<file path="src/rtl/wb_port_arbiter.sv">
// Register-file write-port arbiter: pipeline write-back vs. one long-latency producer.
// Optional performance counters are built when WB_ARB_PERF_EN is defined.
module wb_port_arbiter #(
  parameter int unsigned STARVE_LIMIT = 4
) (
  input  logic        clk,
  input  logic        rst_n,
  input  logic        p_valid,
  input  logic [4:0]  p_rd,
  input  logic [31:0] p_data,
  output logic        p_stall,
  input  logic        l_valid,
  input  logic [4:0]  l_rd,
  input  logic [31:0] l_data,
  output logic        l_ready,
  output logic        rf_we,
  output logic [4:0]  rf_waddr,
  output logic [31:0] rf_wdata
`ifdef WB_ARB_PERF_EN
  ,
  output logic [31:0] perf_stall_cnt,
  output logic [15:0] perf_force_cnt
`endif
);

  typedef enum logic {
    PIPE_PRIO = 1'b0,
    LONG_PRIO = 1'b1
  } state_e;

  localparam logic [3:0] LIMIT = 4'(STARVE_LIMIT);

  state_e      state_q, state_d;
  logic [3:0]  wait_cnt_q, wait_cnt_d;
  logic        rf_we_q, rf_we_d;
  logic [4:0]  rf_waddr_q, rf_waddr_d;
  logic [31:0] rf_wdata_q, rf_wdata_d;

  logic        waw_hit;
  logic        grant_p, grant_l;

  // The long-latency result is older, so a same-register collision must let it write first.
  assign waw_hit = p_valid & l_valid & (p_rd == l_rd) & (p_rd != 5'd0);

  // State register
  always_ff @(posedge clk or negedge rst_n) begin
    if (!rst_n) begin
      state_q    <= PIPE_PRIO;
      wait_cnt_q <= 4'd0;
    end else begin
      // NOTE: non-blocking assignments keep every flop sampling pre-edge values.
      state_q    <= state_d;
      wait_cnt_q <= wait_cnt_d;
    end
  end

  // Next-state logic
  always_comb begin
    // NOTE: defaults first so no path leaves a variable unassigned (no latch).
    state_d    = state_q;
    wait_cnt_d = 4'd0;
    if (l_valid && !grant_l) begin
      wait_cnt_d = (wait_cnt_q == LIMIT) ? LIMIT : wait_cnt_q + 4'd1;
    end
    case (state_q)
      PIPE_PRIO: if (wait_cnt_d == LIMIT) state_d = LONG_PRIO;
      LONG_PRIO: if (!l_valid || grant_l) state_d = PIPE_PRIO;
    endcase
  end

  // Output logic: grants for the current priority state
  always_comb begin
    grant_p = 1'b0;
    grant_l = 1'b0;
    case (state_q)
      PIPE_PRIO: begin
        grant_p = p_valid & ~waw_hit;
        grant_l = l_valid & ~grant_p;
      end
      LONG_PRIO: begin
        grant_l = l_valid;
        grant_p = p_valid & ~l_valid;
      end
    endcase
  end

  assign p_stall = p_valid & ~grant_p;
  assign l_ready = grant_l;

  // Write register: address and data hold when nobody wins.
  always_comb begin
    rf_we_d    = 1'b0;
    rf_waddr_d = rf_waddr_q;
    rf_wdata_d = rf_wdata_q;
    if (grant_l) begin
      rf_we_d    = (l_rd != 5'd0);
      rf_waddr_d = l_rd;
      rf_wdata_d = l_data;
    end else if (grant_p) begin
      rf_we_d    = (p_rd != 5'd0);
      rf_waddr_d = p_rd;
      rf_wdata_d = p_data;
    end
  end

  always_ff @(posedge clk or negedge rst_n) begin
    if (!rst_n) begin
      rf_we_q    <= 1'b0;
      rf_waddr_q <= 5'd0;
      rf_wdata_q <= 32'd0;
    end else begin
      rf_we_q    <= rf_we_d;
      rf_waddr_q <= rf_waddr_d;
      rf_wdata_q <= rf_wdata_d;
    end
  end

  assign rf_we    = rf_we_q;
  assign rf_waddr = rf_waddr_q;
  assign rf_wdata = rf_wdata_q;

`ifdef WB_ARB_PERF_EN
  logic [31:0] stall_cnt_q;
  logic [15:0] force_cnt_q;

  always_ff @(posedge clk or negedge rst_n) begin
    if (!rst_n) begin
      stall_cnt_q <= 32'd0;
      force_cnt_q <= 16'd0;
    end else begin
      if (p_stall) stall_cnt_q <= stall_cnt_q + 32'd1;
      if (state_q == PIPE_PRIO && state_d == LONG_PRIO) force_cnt_q <= force_cnt_q + 16'd1;
    end
  end

  assign perf_stall_cnt = stall_cnt_q;
  assign perf_force_cnt = force_cnt_q;
`endif

endmodule

</file>
<file path="config.mk">
export PLATFORM = sky130hd
export DESIGN_NAME = wb_port_arbiter
export DESIGN_NICKNAME = d
export VERILOG_FILES = /design/src/rtl/wb_port_arbiter.sv
export SDC_FILE = /design/constraint.sdc
export NUM_CORES = 1
export LEC_CHECK = 0
export ABC_AREA = 1
export CAP_MARGIN = 15
export CORE_UTILIZATION = 40
export CTS_CLUSTER_SIZE = 20
export DETAILED_ROUTE_END_ITERATION = 8
export PLACE_DENSITY = 0.81
export SYNTH_ARGS = -nofsm -noshare
export SYNTH_HDL_FRONTEND = slang
export SYNTH_SLANG_ARGS = --single-unit
</file>
<file path="constraint.sdc">
create_clock -name clk -period 2 [get_ports clk]
set_input_delay 0.4 -clock clk [delete_from_list [all_inputs] [get_ports clk]]
set_output_delay 0.4 -clock clk [all_outputs]
set_load 0.01 [all_outputs]
</file>
After elaboration in Yosys (flattened, before gate mapping)
Index checks and enable logic that the tools add are counted.
{ "op_classes": {"n_addsub": 1, "n_mul": 0, "div_mod_pow": 0, "magnitude_cmp": 0, "n_eq_ne": 3, "shift": 0, "n_mux": 13, "bitwise": 12, "reduce_logical": 7} }
{ "ops": {"columns": ["operator", "count"], "rows": [
  ["32-bit two-way mux", 2],
  ["5-bit two-way mux", 2],
  ["5-bit nonzero test", 2],
  ["4-bit by 3-bit == test with 1-bit output (second input constant)", 2],
  ["4-bit two-way mux", 2],
  ["1-bit AND", 7],
  ["1-bit one-hot mux with 2 select lines", 3],
  ["5-bit == test", 1],
  ["1-bit inverter", 5],
  ["4-bit by 1-bit adder with 4-bit output (second input constant)", 1],
  ["1-bit two-way mux", 4],
  ["1-bit logical NOT", 2],
  ["2-bit nonzero test", 1],
  ["1-bit logical AND", 1],
  ["1-bit logical OR", 1]
]} }
{ "word_totals": {"reg_bits": 43, "latch_bits": 0, "mem_bits_rw": 0, "romBits": 0, "inputBits": 78, "output_inout_bits": 40, "wordCells": 41, "memories": 0} }

Logic depth before layout (Yosys ltp)
{ "depth": {"ltp_word": 14, "mapped_depth": 14, "ltp_nobuf": 12} }

Worst setup path after synthesis
Ideal clock, no wire load.
{ "synth_timing": {"path_kind": "input to output", "startpoint": "input p_rd[4]", "endpoint": "output p_stall", "t_arrival_ps": 1353, "required_ps": 1600, "slack_ps": 247, "path_stages": 10, "n_path_buf": 1, "cell_sequence": "inv_1 -> nand2_1 -> nand2_1 -> nand2_1 -> nor2_1 -> nand2_1 -> nand2_4 -> nand2_1 -> buf_2 -> nor2_1"} }
{ "synth_via": {"elab_chain_len": 8, "elab_cells_between_ends": 9, "cone_classes": "1 x eq/ne; 1 x mux; 6 x bitwise; 1 x reduce/logical"} }
{ "synth_rtl": {"columns": ["element", "line", "text"], "rows": [
  ["from (decl)", "9", "input logic [4:0] p_rd,"],
  ["5-bit == test", "43", "assign waw_hit = p_valid & l_valid & (p_rd == l_rd) & (p_rd != 5'd0);"],
  ["1-bit AND", "43", null],
  ["1-bit AND *", "43", null],
  ["1-bit inverter *", "77", "grant_p = p_valid & ~waw_hit;"],
  ["1-bit AND *", "77", null],
  ["1-bit one-hot mux with 2 select lines *", "75", "case (state_q)"],
  ["1-bit inverter *", "87", "assign p_stall = p_valid & ~grant_p;"],
  ["1-bit AND *", "87", null],
  ["to (decl)", "11", "output logic p_stall,"]
]} }
Mark *: on every way between the ends. The rest lies on a longest branch, timed or not.

Worst setup path in the final report
Same ends and word-level chain as after synthesis.

==> results.toml <==
[clocking]
clock-root-buffer = "clkbuf_8"
clk_path_buf_depth = 2
numCtsBuffers = 5
clkSinkCount = 43
clkSlewWorstSetupHoldPaths_ps = 80
insertion_delay_ps = 300
cts_hold_buf = 0
tritoncts = "done"
htreeDepth = 2

[finish]
final_layout_size_suffix_gt1_share_pct = 9.73
syn_to_final_growth_pct = 63.0
antenna_cells = 0
num-nets-final = 531
fillers = 500

[synthesis]
syn_area_um2 = 2280
seq_area_frac_synth_pct = 47.1
ys_warn_count = 0
ys_seq_elements = 43
synth-edff-count = 0
netlist_top_cells_area = "dfrtp_1, nand2_1, nand3_1"
ys_dominant_reg_cell = "dfrtp_1"
synth.avg_cell_area_um2 = 7.20
synth_top_area_share_pct = 47.1
yosysMostFrequentCell = "nand2_1"
syn_nets = 397
synth_async_sr_flop_share_pct = 100
synthTopCellsByCount = "nand2_1, nand3_1, inv_1"
ys_types = 19
synth_cells = 317
yosys.area.top_type = "dfrtp_1"

[power]
power_uw = 2180
p_per_area_nw_per_um2 = 585
p_leak_uw = 0.00189
vdd_drop_max_uv = 387

[timing]
max_freq_ghz = 0.528
rsz0062_at_grt = "false"
fin_hold_ws_ps = 92.0
finalCriticalPeriod_ps = 1890
hold_violations = 0
fin_crit_sh_pct = 94.7
worst_slew_pin_slew_ps = 578
slew_headroom_pct = 61.4
setup_viol = 0
slew_viol_final = 0
skew_ps = 10.6

[global_routing]
grt_max_degree = 38
grt_pass1_vias = 2456
grt-ovfl-total = 0
grt_pass1_wl_mm = 11.1
grt_util_all_layers_pct = 23.9
antenna_found_initial = 0

[floorplan]
die_w_um = 77.5
ios = 118
coreArea_um2 = 5510
std_cell_rows = 27
initial_core_util_pct = 41.4
die_area_um2 = 6010
die_h_um = 77.5

[place]
gp_congestion = 0.859
post-dp-hpwl_mm = 4.95
port_buffers = 117

[critical_path]
crit_required_ps = 1600
crit_start = "p_rd[4]"
cp-start-kind = "primary input"
crit_path_end_kind = "output pin"
path_max_fanout = 3
rr_startpoint = "state_q"
arrival_ps = 1490
critical_path_class = "primary input to output pin"

[route]
viasPerCell = 4.86
drc = 0
antenna_left = 0
drt_iter0_drc = 144
first_pass_iters = 4
vias = 2547
wire_per_inst_um = 13.2
wirelength_mm = 6.91

[min_path]
hold_path_class = "primary input to asynchronous set/reset pin"

[run]
cap_violations = 0

[outcome]
status = "finished, final reports clean"
-- sequential cells by signal (all words and copies together) (netlist names) --
signal / cells
wait_cnt_q: 4
state_q: 1
rf_we: 1
rf_wdata: 32
rf_waddr: 5
-- critical path: stages --
cell	delay (ps)
dlygate4sd2_1	260
inv_1	100
nand2_1	60
nand2_1	50
nand2_1	40
nor2_1	90
nand2_1	100
nand2_4	90
nand2_2	60
nor2_2	110
buf_2	130
-- cell type report --
cell class | count | area [um2] | share of cell area (%)
Clock buffer | 6 | 72.6 | 1.95
Clock inverter | 2 | 12.5 | 0.336
Inverter | 45 | 169 | 4.54
Multi-Input combinational cell | 213 | 961 | 25.8
Sequential cell | 43 | 1080 | 28.9
Tap cell | 72 | 90.1 | 2.42
Timing Repair Buffer | 143 | 1340 | 36.0
-- cell usage in the layout, fill, tap and decap left out, drive strengths merged --
cell type and n:
dlygate4sd2 10, xnor2 1, a21oi 3, nand3 79, mux2i 1, nand2 112
nor2 10, clkdlybuf4s50 103, dfrtp 43, clkdlybuf4s15 1, clkinvlp 1, nand4 3
o21ai 2, inv 45, ha 2, clkinv 1, clkbuf 6, buf 29
-- path summary, 6_finish.rpt --
path	to	cells past startpoint	slack, ps
max	p_stall	11	110
min	rf_wdata[26]	1	90
max reg2reg	rf_waddr[3]	7	510
min reg2reg	rf_wdata[23]	2	490
max in group asynchronous	rf_wdata[20]	2	1310
min in group clk	rf_wdata[23]	2	490
-- metrics by stage --
| step | worst slack [ps] | instances | area, um2 | TNS [ps] | utilization [%] |
|---|---|---|---|---|---|
| 2_1_floorplan | 247 | 317 | 2280 | 0 | - |
| 3_3_place_gp | -533 | 509 | 3600 | -5550 | 65.3 |
| 3_5_place_dp | -572 | 509 | 3600 | -7880 | 65.3 |
| 4_1_cts | 92.2 | 524 | 3720 | 0 | 67.5 |
| 5_1_grt | 7.55 | 524 | 3720 | 0 | 67.6 |
| 6_report | 107 | 524 | 3720 | 0 | 67.6 |
-- kinds of logic after synthesis --
kind of cell | share of synthesized area (%)
simple gates | 38.7
buf+inv | 11.2
flops | 47.1
compound gates | 1.10
fa+ha+maj | 1.10
xor+xnor | 0.384
mux | 0.439
-- power by group --
| part | switching, uW | internal (uW) | leakage, uW | total [uW] |
|---|---|---|---|---|
| Sequential | 47.0 | 955 | 0.000530 | 1000 |
| Combinational | 279 | 362 | 0.00132 | 641 |
| Clock | 291 | 244 | 0.0000412 | 535 |
-- routing by layer --
layer / global-route usage, % / routed length [um]
met5: 0 / 0
met4: 10.0 / 195
met3: 6.59 / 429
met2: 41.4 / 3460
met1: 27.5 / 2820
-- what timing repair did --
action,4_1_cts,5_1_grt
setup endpoints to repair,2,3
gates resized for setup,22,2
setup buffers,7,0
pin swaps,4,2
(Power assumes the default switching activity.)
